### config.mk
export PLATFORM = sky130hd
export DESIGN_NAME = alu_exec_unit
export DESIGN_NICKNAME = d
export VERILOG_FILES = /design/src/rtl/alu_pkg.sv /design/src/rtl/alu_exec_unit_mul.sv /design/src/rtl/alu_exec_unit.sv
export SDC_FILE = /design/constraint.sdc
export NUM_CORES = 1
export LEC_CHECK = 0
export ABC_AREA = 1
export CAP_MARGIN = 20
export CORE_UTILIZATION = 39
export DETAILED_ROUTE_END_ITERATION = 7
export PLACE_DENSITY = 0.74
export SYNTH_ARGS = -nofsm -noshare
export SYNTH_HDL_FRONTEND = slang
export SYNTH_SLANG_ARGS = --single-unit
### constraint.sdc
create_clock -name clk -period 1.9 [get_ports clk]
set_clock_uncertainty 0.1 [all_clocks]
set_input_delay 0.19 -clock clk [delete_from_list [all_inputs] [get_ports clk]]
set_output_delay 0.19 -clock clk [all_outputs]
set_load 0.01 [all_outputs]
### src/rtl/alu_pkg.sv
// Shared types for the ALU execute/write-back stage:
// op codes, FSM states and default widths.
package alu_pkg;

  localparam int DATA_W = 8;
  localparam int ADDR_W = 3;

  typedef enum logic [2:0] {
    OP_ADD,
    OP_SUB,
    OP_AND,
    OP_OR,
    OP_XOR,
    OP_SLT,
    OP_SHL,
    OP_MUL
  } op_e;

  typedef enum logic [2:0] {
    S_IDLE,
    S_READ,
    S_LATCH,
    S_EXEC,
    S_WB
  } state_e;

endpackage

### src/rtl/alu_exec_unit_mul.sv
// Iterative shift-add multiplier, one multiplier bit per cycle.
// The start cycle performs the first step; done flags the last.
module seq_multiplier
  import alu_pkg::*;
#(
  parameter int DATA_W = alu_pkg::DATA_W
) (
  input  logic                  clk,
  input  logic                  rst,
  input  logic                  start,
  input  logic [DATA_W-1:0]     a,
  input  logic [DATA_W-1:0]     b,
  output logic                  busy,
  output logic                  done,
  output logic [2*DATA_W-1:0]   product
);

  localparam int PW = 2 * DATA_W;
  localparam int CW = $clog2(DATA_W) + 1;

  logic [PW-1:0]     acc;
  logic [PW-1:0]     mcand;
  logic [DATA_W-1:0] mplier;
  logic [CW-1:0]     cnt;

  logic [PW-1:0]     src_acc;
  logic [PW-1:0]     src_a;
  logic [DATA_W-1:0] src_b;
  logic [PW-1:0]     sum;

  always_comb begin
    src_acc = busy ? acc : '0;
    src_a   = busy ? mcand : PW'(a);
    src_b   = busy ? mplier : b;
    sum     = src_acc + (src_b[0] ? src_a : '0);
  end

  // product is the combinational sum, valid in the done cycle
  assign done    = busy && (cnt == CW'(DATA_W - 1));
  assign product = sum;

  always_ff @(posedge clk or negedge rst) begin
    if (!rst) begin
      acc    <= '0;
      mcand  <= '0;
      mplier <= '0;
      cnt    <= '0;
      busy   <= 1'b0;
    end else if (busy || start) begin
      acc    <= sum;
      mcand  <= src_a << 1;
      mplier <= src_b >> 1;
      cnt    <= busy ? cnt + CW'(1) : CW'(1);
      busy   <= !done;
    end
  end

endmodule

### src/rtl/alu_exec_unit.sv
// ALU execute/write-back stage behind the register file.
// Define ALU_MUL_EN to execute op 111 as an iterative MUL.
module alu_exec_unit
  import alu_pkg::*;
#(
  parameter int DATA_W = alu_pkg::DATA_W,
  parameter int ADDR_W = alu_pkg::ADDR_W
) (
  input  logic              clk,
  input  logic              rst,
  input  logic              cmd_valid,
  output logic              cmd_ready,
  input  logic [2:0]        cmd_op,
  input  logic [ADDR_W-1:0] cmd_rs1,
  input  logic [ADDR_W-1:0] cmd_rs2,
  input  logic [ADDR_W-1:0] cmd_rd,
  output logic [ADDR_W-1:0] ra1,
  output logic [ADDR_W-1:0] ra2,
  input  logic [DATA_W-1:0] rd1,
  input  logic [DATA_W-1:0] rd2,
  output logic [ADDR_W-1:0] wa3,
  output logic              we3,
  output logic [DATA_W-1:0] wd3,
  output logic              done,
  output logic [DATA_W-1:0] result,
  output logic              flag_zero,
  output logic              flag_carry,
  output logic              err
);

  state_e            state;
  state_e            state_nx;
  op_e               op_q;
  logic [ADDR_W-1:0] rs1_q;
  logic [ADDR_W-1:0] rs2_q;
  logic [ADDR_W-1:0] rd_q;
  logic [DATA_W-1:0] a_q;
  logic [DATA_W-1:0] b_q;
  logic              wb_we;

  logic              accept;
  logic [DATA_W:0]   wide;
  logic [DATA_W-1:0] alu_res;
  logic              alu_c;
  logic              exec_fin;
  logic              exec_err;
  logic [DATA_W-1:0] res_nx;
  logic              carry_nx;

  assign cmd_ready = (state == S_IDLE);
  assign accept    = cmd_valid & cmd_ready;

  always_comb begin
    state_nx = state;
    unique case (state)
      S_IDLE:  if (accept) state_nx = S_READ;
      S_READ:  state_nx = S_LATCH;
      S_LATCH: state_nx = S_EXEC;
      S_EXEC:  if (exec_fin) state_nx = S_WB;
      S_WB:    state_nx = S_IDLE;
      default: state_nx = S_IDLE;
    endcase
  end

  always_comb begin
    wide    = '0;
    alu_res = '0;
    alu_c   = 1'b0;
    unique case (op_q)
      OP_ADD: begin
        wide    = {1'b0, a_q} + {1'b0, b_q};
        alu_res = wide[DATA_W-1:0];
        alu_c   = wide[DATA_W];
      end
      OP_SUB: begin
        wide    = {1'b0, a_q} - {1'b0, b_q};
        alu_res = wide[DATA_W-1:0];
        alu_c   = wide[DATA_W];
      end
      OP_AND: alu_res = a_q & b_q;
      OP_OR:  alu_res = a_q | b_q;
      OP_XOR: alu_res = a_q ^ b_q;
      OP_SLT: alu_res = DATA_W'($signed(a_q) < $signed(b_q));
      OP_SHL: begin
        // the last bit shifted out lands exactly on bit DATA_W
        wide    = {1'b0, a_q} << b_q[2:0];
        alu_res = wide[DATA_W-1:0];
        alu_c   = wide[DATA_W];
      end
      default: ;
    endcase
  end

`ifdef ALU_MUL_EN
  logic                mul_start;
  logic                mul_busy;
  logic                mul_done;
  logic [2*DATA_W-1:0] mul_p;
  logic                is_mul;

  assign is_mul    = (op_q == OP_MUL);
  assign mul_start = (state == S_EXEC) && is_mul && !mul_busy;

  seq_multiplier #(.DATA_W(DATA_W)) u_mul (
    .clk     (clk),
    .rst     (rst),
    .start   (mul_start),
    .a       (a_q),
    .b       (b_q),
    .busy    (mul_busy),
    .done    (mul_done),
    .product (mul_p)
  );

  assign exec_fin = is_mul ? mul_done : 1'b1;
  assign exec_err = 1'b0;
  assign res_nx   = is_mul ? mul_p[DATA_W-1:0] : alu_res;
  assign carry_nx = is_mul ? |mul_p[2*DATA_W-1:DATA_W] : alu_c;
`else
  assign exec_fin = 1'b1;
  assign exec_err = (op_q == OP_MUL);
  assign res_nx   = alu_res;
  assign carry_nx = alu_c;
`endif

  always_ff @(posedge clk or negedge rst) begin
    if (!rst) begin
      state      <= S_IDLE;
      op_q       <= OP_ADD;
      rs1_q      <= '0;
      rs2_q      <= '0;
      rd_q       <= '0;
      a_q        <= '0;
      b_q        <= '0;
      wb_we      <= 1'b0;
      result     <= '0;
      flag_zero  <= 1'b0;
      flag_carry <= 1'b0;
      err        <= 1'b0;
    end else begin
      state <= state_nx;
      if (accept) begin
        op_q  <= op_e'(cmd_op);
        rs1_q <= cmd_rs1;
        rs2_q <= cmd_rs2;
        rd_q  <= cmd_rd;
      end
      if (state == S_LATCH) begin
        a_q <= rd1;
        b_q <= rd2;
      end
      if (state == S_EXEC && exec_fin) begin
        err   <= exec_err;
        wb_we <= !exec_err;
        if (!exec_err) begin
          result     <= res_nx;
          flag_carry <= carry_nx;
          flag_zero  <= (res_nx == '0);
        end
      end
    end
  end

  always_comb begin
    ra1  = '0;
    ra2  = '0;
    if (state == S_READ || state == S_LATCH) begin
      ra1 = rs1_q;
      ra2 = rs2_q;
    end
    done = (state == S_WB);
    we3  = done && wb_we;
    wa3  = we3 ? rd_q : '0;
    wd3  = we3 ? result : '0;
  end

endmodule

==> metrics.txt, run 1 <==
post-route cell area approximately 4800 um^2; min-delay worst type input port to async pin; syn_area_per_cell 6.81 um^2; fin crit period 2.04 ns; Worst Tran Pin Value a little over 0.5 ns; area delta synth->final 43.8%; initial core utilization a little over 40%; Crit path depth 14; largest net degree at the start of global routing 34; DP Area about 4600 um^2; vias in the first global route 3,464; max-cap viol count 0; Boundary Pins between 60 and 70; Final Core Density about three fifths; H-tree depth 2; Design Power between 0.009 and 0.01 W; most used cell, CP nand2_1; layout cells sized above 1 26.6%; flops & latches, synth 43; CP Class register to register; Register Area 1080 um^2; drt wl/cell 14.3 um; clk slew on worst S/H paths 0.09 ns; die area roughly 9000 um^2; Crit. End Element register; CP startpoint kind register; grt ovf 0; Num CTS Buffers 5; CTS Sinks 43; antenna diode count 0; violated checks negative setup slack; synthesized net count 554; PwrDens slightly above 2000 nW/um^2; Crit path max-delay family simple AND/OR/NAND/NOR gates; sum of buffers and inverters on the critical path 2; gr usage total 24.3%; synth warn 0; gpl congestion just under 1; Pins Over Slew Limit 0; TritonCTS clock tree built; Post-Route WL 10,400 um; worst reg-to-reg path cell count 14; Primary FF master, synth dfrtp_1; period utilization 107%; post-synthesis cell count between 400 and 500; nets 683; vias post-DR ~3,600; DP Worst Slack -0.170 ns; Leak 2.48 nW; RSZ-0062 raised after global routing yes; Cell Area, Synth about 3400 um^2; Hold Vio Cnt, Final 0; Die Span Y 95.0 um; sequential fraction of the synthesis area a little under a third; initial antenna violation count 0; setup-violating endpoint count in the final report 7; hold_ws 0.275 ns; multi-input logic area between 2000 and 2500 um^2; first-pass GRT wire length ~17,000 um; highest-count cells in the layout ignoring fill and taps nand2_1 (88), nor2_1 (79), buf_4 (74); Max Fclk ~0.49 GHz; EDFF count, synth 0; CP Max Fanout 3; Clock Latency Late Sink between 0.3 and 0.4 ns; Critical Path Max Stage Delay ~0.42 ns; Rows 33; number of vias per cell ~5; DRT antenna net count 0; Setup WS post-layout -0.142 ns; ys async rst share 100%; drt first pass iters 5; drc violations 0; status finished with violations; relative max-transition margin around two thirds; CP max stage cell dfrtp_1; fill count a little over 800; commonest non-fill, non-tap cell in the layout nand2_1; Bufs on Longest Clock Path 2; dpl hpwl ~8300 um; core area approximately 8300 um^2; Root Driver clkbuf_8; 1st-iter DRT viols 233; port buffer count between 60 and 70; Die Wd 95.0 um; count of cell types in the netlist 36; maximum ir drop on the vdd rail roughly 0.84 mV; Critical Path AT 2.20 ns; ordered list of cells on the worst path ha_2, inv_2, fa_2, inv_2, nand3_2, nand2_1, nand2_1, nand3_2, nand3_2, nor2_4, nand3_1, nor2_1, nand2_1, nand2_1; CP required 2.05 ns
-- logic make-up (layout without fill, tap and decap cells) --
family,after synthesis,after routing,share of synthesized area [%]
buffers and inverters,97,227,12.3
AO/OA/AOI/OAI,71,71,11.1
multiplexers,1,1,0.334
adder cells (fa/ha/maj),28,28,10.8
AND/OR/NAND/NOR,255,255,33.4
flip-flops,43,43,31.9
-- state kept, by name, indices dropped and copies added, names as in the netlist --
signal      flops
b_q             8
rs1_q           3
result          8
wb_we           1
err             1
op_q            3
flag_zero       1
rd_q            3
rs2_q           3
a_q             8
state           3
flag_carry      1
-- stage by stage --
step	cells	setup TNS, ns
finish	730	-0.428
floorplan	495	-0.0148
detailed placement	717	-0.890
global route	730	-1.39
global placement	717	-0.610
CTS	728	-0.349
-- worst paths after layout --
check | slack [ns] | end | start
max in group asynchronous | 0.80 | a_q[7] | rst
setup / recovery | -0.14 | flag_zero | b_q[0]
hold / removal | 0.27 | result[6] | rst
hold reg to reg | 0.40 | flag_carry | flag_carry
setup reg to reg | -0.14 | flag_zero | b_q[0]
min in group clk | 0.35 | b_q[2] | rd2[2]
-- layer usage --
layer | track usage, % | vias to the layer above | share of wire [%]
met5 | 0 | - | 0
met4 | 5.56 | 0 | 1.2
met3 | 3.06 | 12 | 4.1
met2 | 40.7 | 87 | 49
met1 | 33.3 | 1677 | 46
li1 | - | 1818 | -
-- worst reg2reg max path, delay by kind of cell, from the launching register on --
kind / cells / cell delay [ns]
adders and majority gates: 2 / 0.61
DFF: 1 / 0.42
and+or+nand+nor: 10 / 0.73
buffers and inverters: 2 / 0.15
-- area by class of cell --
type                    count  share of cell area, %
clock buffers               5                   1.42
clock inverters             3                  0.490
inverters                  80                   6.32
multi-input cells         355                   43.3
flip-flops and latches     43                   22.2
well taps                 105                   2.71
repair buffers            139                   23.6
-- repair_timing --
| action | CTS | global route |
|---|---|---|
| hold buffers | 1 | 0 |
| setup endpoints to repair | 28 | 29 |
| hold endpoints to repair | 21 | 0 |
| pin swaps | 4 | 12 |
| gates resized for setup | 46 | 52 |
| gates cloned | 0 | 0 |
| setup buffers | 2 | 3 |
-- cells in the mapped netlist, types with 2 or more instances --
cell type  count  area [um^2]
nand3b_1       3         22.5
nor2_2         4         25.0
and2_1         2         12.5
buf_4          4         30.0
buf_6          4         45.0
nor2_4         2         22.5
nor2_1        84          315
dfrtp_1       43         1080
nand3_1       49          245
nand2_1       97          364
o22ai_1        2         12.5
nand3_2        2         20.0
inv_2          5         18.8
nand3_4        2         35.0
clkbuf_1       7         26.3
a21oi_1       39          195
o21ai_1        4         20.0
inv_1         73          274
fa_1           2         40.0
ha_1          26          325
nand2_2        2         12.5
o21ai_0       20          100
nand4_1        5         31.3
o211ai_1       2         15.0
-- power breakdown --
| group | internal (W) | total (W) | switching (W) |
|---|---|---|---|
| Clock | 0.000264 | 0.000629 | 0.000365 |
| Combinational | 0.00332 | 0.00758 | 0.00425 |
| Sequential | 0.00134 | 0.00164 | 0.000302 |
Note: power is estimated with default switching activity, not from simulation.
==> run 2: changes to the inputs <==
--- a/config.mk
+++ b/config.mk
@@ -9,7 +9,7 @@
 export CAP_MARGIN = 20
 export CORE_UTILIZATION = 39
 export DETAILED_ROUTE_END_ITERATION = 7
-export PLACE_DENSITY = 0.74
+export PLACE_DENSITY = 0.71
 export SYNTH_ARGS = -nofsm -noshare
 export SYNTH_HDL_FRONTEND = slang
 export SYNTH_SLANG_ARGS = --single-unit
==> constraint.sdc (replaced) <==
create_clock -name clk -period 2.1 [get_ports clk]
set_clock_uncertainty 0.1 [all_clocks]
set_input_delay 0.21 -clock clk [delete_from_list [all_inputs] [get_ports clk]]
set_output_delay 0.21 -clock clk [all_outputs]
set_load 0.01 [all_outputs]
==> run 2 against run 1 <==
The flow now finishes without violations. Register-to-register slack gained 0.22 ns. Combinational power fell by 21%. Highest routed layer unchanged. Die area stayed put. First-iteration DRC count fell by 6.4%. Via count fell by 3.6%. Clock-buffer cell count unchanged. Worst hold slack improved by 0.094 ns. Critical path depth fell by 1. Sequential power down 7%. Sequential cell count stayed put.
==> metrics.txt, run 2 (synthesis results as in run 1) <==
r2r startpoint b_q[5]; die area 9020 um^2 (unchanged); area delta synth->final 35.1%; fill count 822 (+1.5%); CP Class register to register; Critical Path Max Stage Delay 0.42 ns (about the same); CP max stage cell dfrtp_1; Rows 33 (unchanged); vias in the first global route 3,281 (-5.3%); Bufs on Longest Clock Path 2 (unchanged); busiest grt layer met2; setup-violating endpoint count in the final report 0 (-7); met1 GRT Util 33.3% (about the same); gr usage total 23.6% (-0.75 points); Die Span Y 95.0 um (unchanged); Post-Route WL 9970 um (-4.2%); Crit. End Element register; vias post-DR 3,463 (-3.6%); dpl hpwl 7880 um (-5.5%); TritonCTS clock tree built; CP required 2.25 ns (+0.20 ns); layout cells sized above 1 19.3% (-7.2 points); Setup WS post-layout 0.0795 ns (+0.221 ns); RSZ-0062 raised after global routing yes; first-pass GRT wire length 16,200 um (-3.6%); met3 usage 2.90% (-0.16 points); gpl congestion 0.952 (-1.2%); 1st-iter DRT viols 218 (-6.4%); fin crit period 2.02 ns (-0.0210 ns); Design Power 0.00821 W (-17%); CP startpoint kind register; period utilization 96.2% (-11 points); number of vias per cell 4.95 (+0.48%); Hold Vio Cnt, Final 0 (unchanged); port buffer count 61 (unchanged); Max Fclk 0.495 GHz (+1.0%); post-route cell area 4550 um^2 (-6.0%); PwrDens 1800 nW/um^2 (-11%); nets 653 (-4.4%); multi-input logic area 1990 um^2 (-5.1%); Critical Path AT 2.17 ns (-0.03 ns); min-delay worst type input port to register; Die Wd 95.0 um (unchanged); Placed Instances 686 (-4.3%); Root Driver clkbuf_8; Clock Latency Late Sink 0.30 ns (about the same); commonest non-fill, non-tap cell in the layout nand2_1; hold_ws 0.368 ns (+0.0936 ns); Pins Over Slew Limit 0 (unchanged); Boundary Pins 62 (unchanged); ordered list of cells on the worst path inv_1, ha_4, buf_4, nor2_2, and2_1, nand2_1, nand2_1, nand2_1, nand3_1, nand3_1, nor3_2, nand2_1, nand2_1; Register Area 1080 um^2 (unchanged); grt ovf 0 (unchanged); CTS Sinks 43 (unchanged); DRT antenna net count 0 (unchanged); relative max-transition margin 62.6% (-3.1 points); max-cap viol count 0 (unchanged); CP Max Fanout 6 (+3); clk slew on worst S/H paths 0.09 ns (about the same); drc violations 0 (unchanged); DP Area 4310 um^2 (-5.7%); Non-Filler Instances 700 (-4.1%); met2 usage 37.9% (-2.8 points); DP Worst Slack -0.0332 ns (+0.137 ns); initial antenna violation count 0 (unchanged); status finished, final reports clean; Worst Tran Pin Value 0.561 ns (+0.0469 ns); most used cell, CP nand2_1; highest-count cells in the layout ignoring fill and taps nand2_1 (93), nor2_1 (79), inv_1 (66); core area 8300 um^2 (unchanged); largest net degree at the start of global routing 44 (+29%); maximum ir drop on the vdd rail 0.798 mV (-4.7%); initial core utilization 40.6% (unchanged); Top Registers a_q (8), b_q (8), result (8); drt first pass iters 5 (unchanged); H-tree depth 2 (unchanged); Num CTS Buffers 5 (unchanged); antenna diode count 0 (unchanged); critical hold path startpoint cmd_op[2]; critical path startpoint b_q[5]; drt wl/cell 14.2 um (-0.14%); Leak 2.32 nW (-6.6%)
run 2: cell types whose count changed in the layout (fill, tap and decap cells not counted), sizes merged:
cell and delta:
clkinv +2, dlygate4sd2 -2, bufinv +1, clkdlybuf4s50 +8
clkbuf -7, clkinvlp -2, nand2 +1, buf -31
clkdlybuf4s15 +1, inv -1
run 2: final cells by class:
cell class / count / area share (%)
timing repair buffer: 108 / 20.6
tap: 105 / 2.88
multi-input combinational: 356 / 43.7
clock buffer: 5 / 1.51
clock inverter: 3 / 0.962
inverter: 80 / 6.73
sequential: 43 / 23.6
run 2: worst max-delay path, delay by kind of cell (launching register included):
kind,cells,cell delay (ns)
fa+ha+maj,1,0.22
buf+inv,2,0.29
flops,1,0.42
simple gates,10,0.96
run 2: routing by layer:
metal,up-vias,part of all wire (%),wire length [um]
met5,-,0,0
met4,0,1.9,191
met3,18,4.0,403
met2,87,47,4690
met1,1600,47,4690
li1,1758,-,-
run 2: worst paths after layout:
check,endpoint,slack (ns),cells past startpoint
min in group asynchronous,a_q[2],0.41,3
worst min register to register,flag_zero,0.40,2
worst min-delay path,op_q[2],0.37,3
worst max-delay path,flag_zero,0.08,13
max in group asynchronous,op_q[0],1.10,3
worst max register to register,flag_zero,0.08,13
run 2: what timing repair did:
item / CTS / global route
hold buffers: 1 / 0
gates resized for setup: 19 / 42
cloned: 1 / 0
buffers inserted: 1 / 3
endpoints found under the hold margin: 43 / 0
pin swaps: 1 / 11
endpoints found under the setup margin: 14 / 15
run 2: power breakdown:
part	internal (W)	switching, W
registers	0.00121	0.000304
logic	0.00252	0.00350
clock network	0.000355	0.000316
run 2: metrics by stage:
step | setup TNS [ns] | utilization [%]
2_1_floorplan | 0 | -
5_1_grt | -0.133 | 54.9
6_report | 0 | 54.9
3_5_place_dp | -0.0332 | 52.0
4_1_cts | -0.00901 | 53.7
3_3_place_gp | 0 | 52.0
==> variant 1, RTL diff (config.mk and constraints of run 2) <==
Encoding of `state_e`: now one-hot (5 bits for 5 states).
--- a/src/rtl/alu_pkg.sv
+++ b/src/rtl/alu_pkg.sv
@@ -16,12 +16,12 @@
     OP_MUL
   } op_e;
 
-  typedef enum logic [2:0] {
-    S_IDLE,
-    S_READ,
-    S_LATCH,
-    S_EXEC,
-    S_WB
+  typedef enum logic [4:0] {
+    S_IDLE  = 5'b00001,
+    S_READ  = 5'b00010,
+    S_LATCH = 5'b00100,
+    S_EXEC  = 5'b01000,
+    S_WB    = 5'b10000
   } state_e;
 
 endpackage
Formal check against the unedited RTL: no difference found for any inputs over 10 cycles, from zero or initial values and one cycle with rst low; not proved beyond that.
==> variant 1 against run 2 <==
Setup slack got worse by 0.039 ns. Synthesized area increased by 3.0%. Total power decreased by 9.3%. Largest power group unchanged. Routed wire length decreased by 1.7%. Global-route usage decreased by 1.6 points. Final area increased by 0.16%. Sequential cell count increased by 2. Critical path type unchanged.
==> variant 1: results (changes against run 2) <==
{
  "timing": {
    "achievable-frequency": {"value": 0.485, "unit": "GHz", "change": "-1.9%"},
    "worstMarginPinSlew": {"value": 0.621, "unit": "ns", "change": "+0.0602 ns"}
  },
  "yosys": {
    "synth_common_cells": "137 x nand2_1, 78 x inv_1, 61 x nor2_1, 49 x nand3_1, 45 x o21ai_0",
    "yosys-mux-area-fraction": {"value": 0, "unit": "%", "change": "-0.33 points"},
    "yosys-top-cells-area": "dfrtp_1 32%, nand2_1 15%, ha_1 9.4%",
    "synth_fp_nets": {"value": 567, "change": "+2.3%"},
    "ys_seq_area_share": {"value": 32.5, "unit": "%", "change": "+0.53 points"},
    "post_synth_adder_cell_area": {"value": 10.5, "unit": "%", "change": "-0.32 points"},
    "yosysUniqueCellTypes": {"value": 39, "change": "+8.3%"},
    "share_of_the_synthesized_area_in_compound_gates_ao_oa_aoi_oai": {"value": 9.62, "unit": "%", "change": "-1.5 points"}
  },
  "power_and_ir_drop": {
    "power_leakage": {"value": 2.35, "unit": "nW", "change": "+1.4%"},
    "clock_power_share": {"value": 7.8, "unit": "%", "change": "-0.4 points"},
    "power.switching_fraction": {"value": 51.9, "unit": "%", "change": "+1.7 points"},
    "clk-power": {"value": 0.578, "unit": "mW", "change": "-14%"}
  },
  "place": {
    "detailedPlacementHpwl": {"value": 7.89, "unit": "mm", "change": "about the same"},
    "gpl.final_weighted_congestion": {"value": 0.926, "change": "-2.8%"},
    "placement.cell_area": {"value": 4390, "unit": "um2", "change": "+1.9%"}
  },
  "routing": {
    "dr_total_vias": {"value": 3534, "change": "+2.1%"},
    "first_drt_iteration_drcs": {"value": 204, "change": "-6.4%"},
    "wirelength_routed": {"value": 9.80, "unit": "mm", "change": "-1.7%"}
  },
  "worst_setup_path": {
    "r2r_cells": {"value": 11, "change": "-2"},
    "slowest_cell_on_the_critical_path": "dfrtp_2",
    "critical_path.max_fanout": {"value": 3, "change": "-3"},
    "critical_path.reg2reg.startpoint": "b_q[0]",
    "timing.critical_path.arrival": {"value": 2.22, "unit": "ns", "change": "+0.05 ns"}
  },
  "run_status": {
    "outcome": "finished, final reports clean"
  },
  "grt": {
    "global_route.usage.total": {"value": 22.0, "unit": "%", "change": "-1.6 points"},
    "grt_pass1_wl": {"value": 15.3, "unit": "mm", "change": "-5.7%"},
    "via_count_of_the_first_global_routing_pass": {"value": 3168, "change": "-3.4%"}
  },
  "cts": {
    "post_cts_resized": {"value": 27, "change": "+8"}
  },
  "final_layout": {
    "drive_gt1_share": {"value": 18.2, "unit": "%", "change": "-1.1 points"},
    "finalNetCount": {"value": 663, "change": "+1.5%"}
  },
  "min_path": {
    "hold_path_class": "input port to asynchronous set/reset pin"
  },
  "floorplan": {
    "placementRows": {"value": 34, "change": "+3.0%"}
  }
}
-- variant 1: final cells by class --
cell class,count,area (um2)
Clock buffer,5,68.8
Clock inverter,3,25.0
Fill cell,875,4120
Inverter,87,332
Multi-Input combinational cell,362,2010
Sequential cell,45,1130
Tap cell,108,135
Timing Repair Buffer,103,866
-- variant 1: worst max-delay path by stage --
stage                     end  cells after the start
floorplan           flag_zero                     12
global placement    flag_zero                     14
detailed placement  flag_zero                     14
CTS                      done                      5
global route        flag_zero                     14
finish              flag_zero                     11
-- variant 1: per-layer routing --
| metal | routed length (um) | track usage (%) |
|---|---|---|
| met1 | 4560 | 30.8 |
| met2 | 4500 | 35.0 |
| met3 | 518 | 3.29 |
| met4 | 228 | 6.62 |
| met5 | 0 | 0 |
-- variant 1: metrics by stage --
step / TNS, ns / instances
2_1_floorplan: 0 / 508
3_3_place_gp: -0.00802 / 700
3_5_place_dp: -0.0367 / 700
4_1_cts: 0 / 710
5_1_grt: -0.0971 / 713
6_report: 0 / 713
==> variant 2, RTL diff (flow settings as in run 2) <==
Made on the original files. Set the package constant `DATA_W` to 10 (it was 8).
--- a/src/rtl/alu_pkg.sv
+++ b/src/rtl/alu_pkg.sv
@@ -2,7 +2,7 @@
 // op codes, FSM states and default widths.
 package alu_pkg;
 
-  localparam int DATA_W = 8;
+  localparam int DATA_W = 10;
   localparam int ADDR_W = 3;
 
   typedef enum logic [2:0] {
Interface: changed (resized rd1, rd2, result and wd3); port bits go from 62 to 70. The function was not compared with the original's and may differ.
==> variant 2 against run 2 <==
The run now ends with negative setup slack left. Maximum frequency shrank 9.5%. Setup slack lost 0.21 ns. Final area grew 30%. Global-route usage grew 1.7 points. Routed wire length grew 31%. Sequential cell count grew 6. Die area grew 17%. Synthesized area grew 17%. Critical path depth grew 3. Total power grew 38%. Hold slack lost 0.033 ns. Count of clock-buffer cells in the layout is the same. First-iteration DRC count grew 49%.
==> variant 2: results (changes against run 2) <==
{
  "routing": {
    "drtPass1Iterations": {"value": 7, "change": "+2"},
    "viasPerCell": {"value": 4.99, "change": "+0.87%"},
    "routed_wire_length_per_instance": {"value": 14.3, "unit": "um", "change": "+0.68%"},
    "first_drt_iteration_drcs": {"value": 324, "change": "+49%"}
  },
  "final_layout": {
    "biggestRegsByFlops": "a_q: 10 flops, b_q: 10 flops, result: 10 flops",
    "finalNetCount": {"value": 847, "change": "+30%"},
    "n_antenna_cell": {"value": 0, "change": "unchanged"},
    "drive_gt1_share": {"value": 25.8, "unit": "%", "change": "+6.5 points"}
  },
  "yosys": {
    "synth_fp_nets": {"value": 681, "change": "+23%"},
    "synth_common_cells": "156 x nand2_1, 111 x nor2_1, 89 x inv_1, 65 x nand3_1, 49 x dfrtp_1",
    "yosysUniqueCellTypes": {"value": 31, "change": "-14%"},
    "ys_seq_area_share": {"value": 31.1, "unit": "%", "change": "-0.81 points"},
    "yosys-top-cells-area": "dfrtp_1 31%, nand2_1 15%, nor2_1 11%",
    "synth_async_sr_flop_share": {"value": 100, "unit": "%", "change": "unchanged"}
  },
  "place": {
    "numPortBuffers": {"value": 69, "change": "+13%"},
    "gpl.final_weighted_congestion": {"value": 0.925, "change": "-2.8%"},
    "worst_slack_at_placement": {"value": -0.164, "unit": "ns", "change": "-0.131 ns"},
    "detailedPlacementHpwl": {"value": 10.2, "unit": "mm", "change": "+29%"}
  },
  "worst_setup_path": {
    "critPathKind": "flop to flop",
    "timing.critical_path.arrival": {"value": 2.41, "unit": "ns", "change": "+0.24 ns"},
    "critical_path.max_fanout": {"value": 3, "change": "-3"},
    "r2r_cells": {"value": 16, "change": "+3"},
    "critical_path.reg2reg.startpoint": "a_q[0]"
  },
  "cts": {
    "cts.clk_slew.worst_paths": {"value": 0.12, "unit": "ns", "change": "+0.03 ns"},
    "cts.htree.levels": {"value": 2, "change": "unchanged"},
    "number_of_clock_buffers_inserted_by_tritoncts": {"value": 5, "change": "unchanged"},
    "ctsLongestPathBuffers": {"value": 2, "change": "unchanged"},
    "clk-insertion-delay-late": {"value": 0.33, "unit": "ns", "change": "+0.03 ns"}
  },
  "timing": {
    "setup_ws": {"value": -0.132, "unit": "ns", "change": "-0.211 ns"},
    "worstMarginPinSlew": {"value": 0.638, "unit": "ns", "change": "+0.0768 ns"},
    "setup_viol": {"value": 4, "change": "+4"}
  },
  "grt": {
    "grt_pass1_wl": {"value": 20.2, "unit": "mm", "change": "+24%"},
    "global_route.usage.total": {"value": 25.3, "unit": "%", "change": "+1.7 points"},
    "congestion_overflow_gr": {"value": 0, "change": "unchanged"},
    "grt_start_max_net_pins": {"value": 50, "change": "+14%"},
    "via_count_of_the_first_global_routing_pass": {"value": 4147, "change": "+26%"}
  },
  "power_and_ir_drop": {
    "worst_ir_drop_vdd": {"value": 0.000859, "unit": "V", "change": "+7.6%"},
    "power_leakage": {"value": 3.16, "unit": "nW", "change": "+37%"}
  },
  "min_path": {
    "hold_path_class": "input port to flop"
  },
  "run_status": {
    "violations": "negative setup slack",
    "outcome": "finished, violations left"
  }
}
[variant 2: changes by cell type after synthesis, sizes merged, moves of 5 or more]
cell   change
nand3     +13
nand2     +57
o21ai      -5
buf        +5
nor2      +22
inv       +11
dfrtp      +6
ha         +6
[variant 2: worst max-delay path: stages (launching register included)]
cell and delay (ns):
dfrtp_2 0.45, inv_2 0.09, ha_4 0.12, inv_2 0.04, fa_2 0.38, nand2_2 0.11, nand2_4 0.07, buf_6 0.13
nand3_4 0.07, nand3_2 0.08, nand3_2 0.08, nand2_2 0.05, nor2_2 0.13, nand2_1 0.07, nor2_2 0.10, nand2_1 0.06
nand2_1 0.07
[variant 2: worst min path at each step]
| stage | slack, ns | from | end |
|---|---|---|---|
| after global placement | 0.24 | rst | a_q[7] |
| after detailed placement | 0.27 | rst | a_q[7] |
| after floorplan | -0.19 | rst | a_q[0] |
| after global routing | 0.36 | cmd_op[0] | op_q[0] |
| final | 0.34 | rd1[9] | a_q[9] |
| after CTS | 0.34 | rd1[9] | a_q[9] |
[variant 2: power by group]
part	internal [mW]	leakage (nW)	switching [mW]	total, mW
combinational	4.04	2.56	5.00	9.04
clock	0.244	0.0423	0.392	0.636
sequential	1.38	0.563	0.289	1.67
total	5.67	3.16	5.68	11.3
[variant 2: cell families (layout without fill, tap and decap cells)]
kind of cell | Yosys count | after routing | share of synthesized area (%)
AO/OA/AOI/OAI | 70 | 70 | 9.46
AND/OR/NAND/NOR | 349 | 349 | 36.7
flip-flops | 49 | 49 | 31.1
adder cells (fa/ha/maj) | 34 | 34 | 11.2
buffers and inverters | 110 | 277 | 11.6
[variant 2: metal layers]
layer / vias to the layer above / share of wire, % / global-route usage (%)
met1: 2147 / 47 / 35.9
met5: - / 0 / 0
li1: 2250 / - / -
met4: 0 / 2.0 / 7.80
met2: 135 / 47 / 39.9
met3: 19 / 3.9 / 3.46
[variant 2: area by class of cell]
cell class	count	area, um2
Sequential cell	49	1230
Inverter	91	342
Fill cell	934	3840
Multi-Input combinational cell	453	2580
Timing Repair Buffer	178	1520
Tap cell	133	166
Clock buffer	5	68.8
Clock inverter	3	26.3
[variant 2: per-stage QoR]
step / TNS (ns) / power, mW / area [um2] / cells / utilization, %
5_1_grt: -0.873 / 12.3 / 5930 / 912 / 60.7
6_report: -0.273 / 11.3 / 5930 / 912 / 60.7
3_5_place_dp: -0.670 / 9.37 / 5420 / 894 / 55.5
4_1_cts: -0.0865 / 10.2 / 5590 / 906 / 57.2
2_1_floorplan: 0 / 5.80 / 3950 / 612 / -
3_3_place_gp: -0.365 / 9.26 / 5420 / 894 / 55.5
[variant 2: what timing repair did]
item,in CTS,in global routing
pin swaps,4,30
hold buffers,1,0
setup endpoints to repair,29,17
buffers inserted,3,6
gates resized for setup,32,87
hold endpoints to repair,49,0
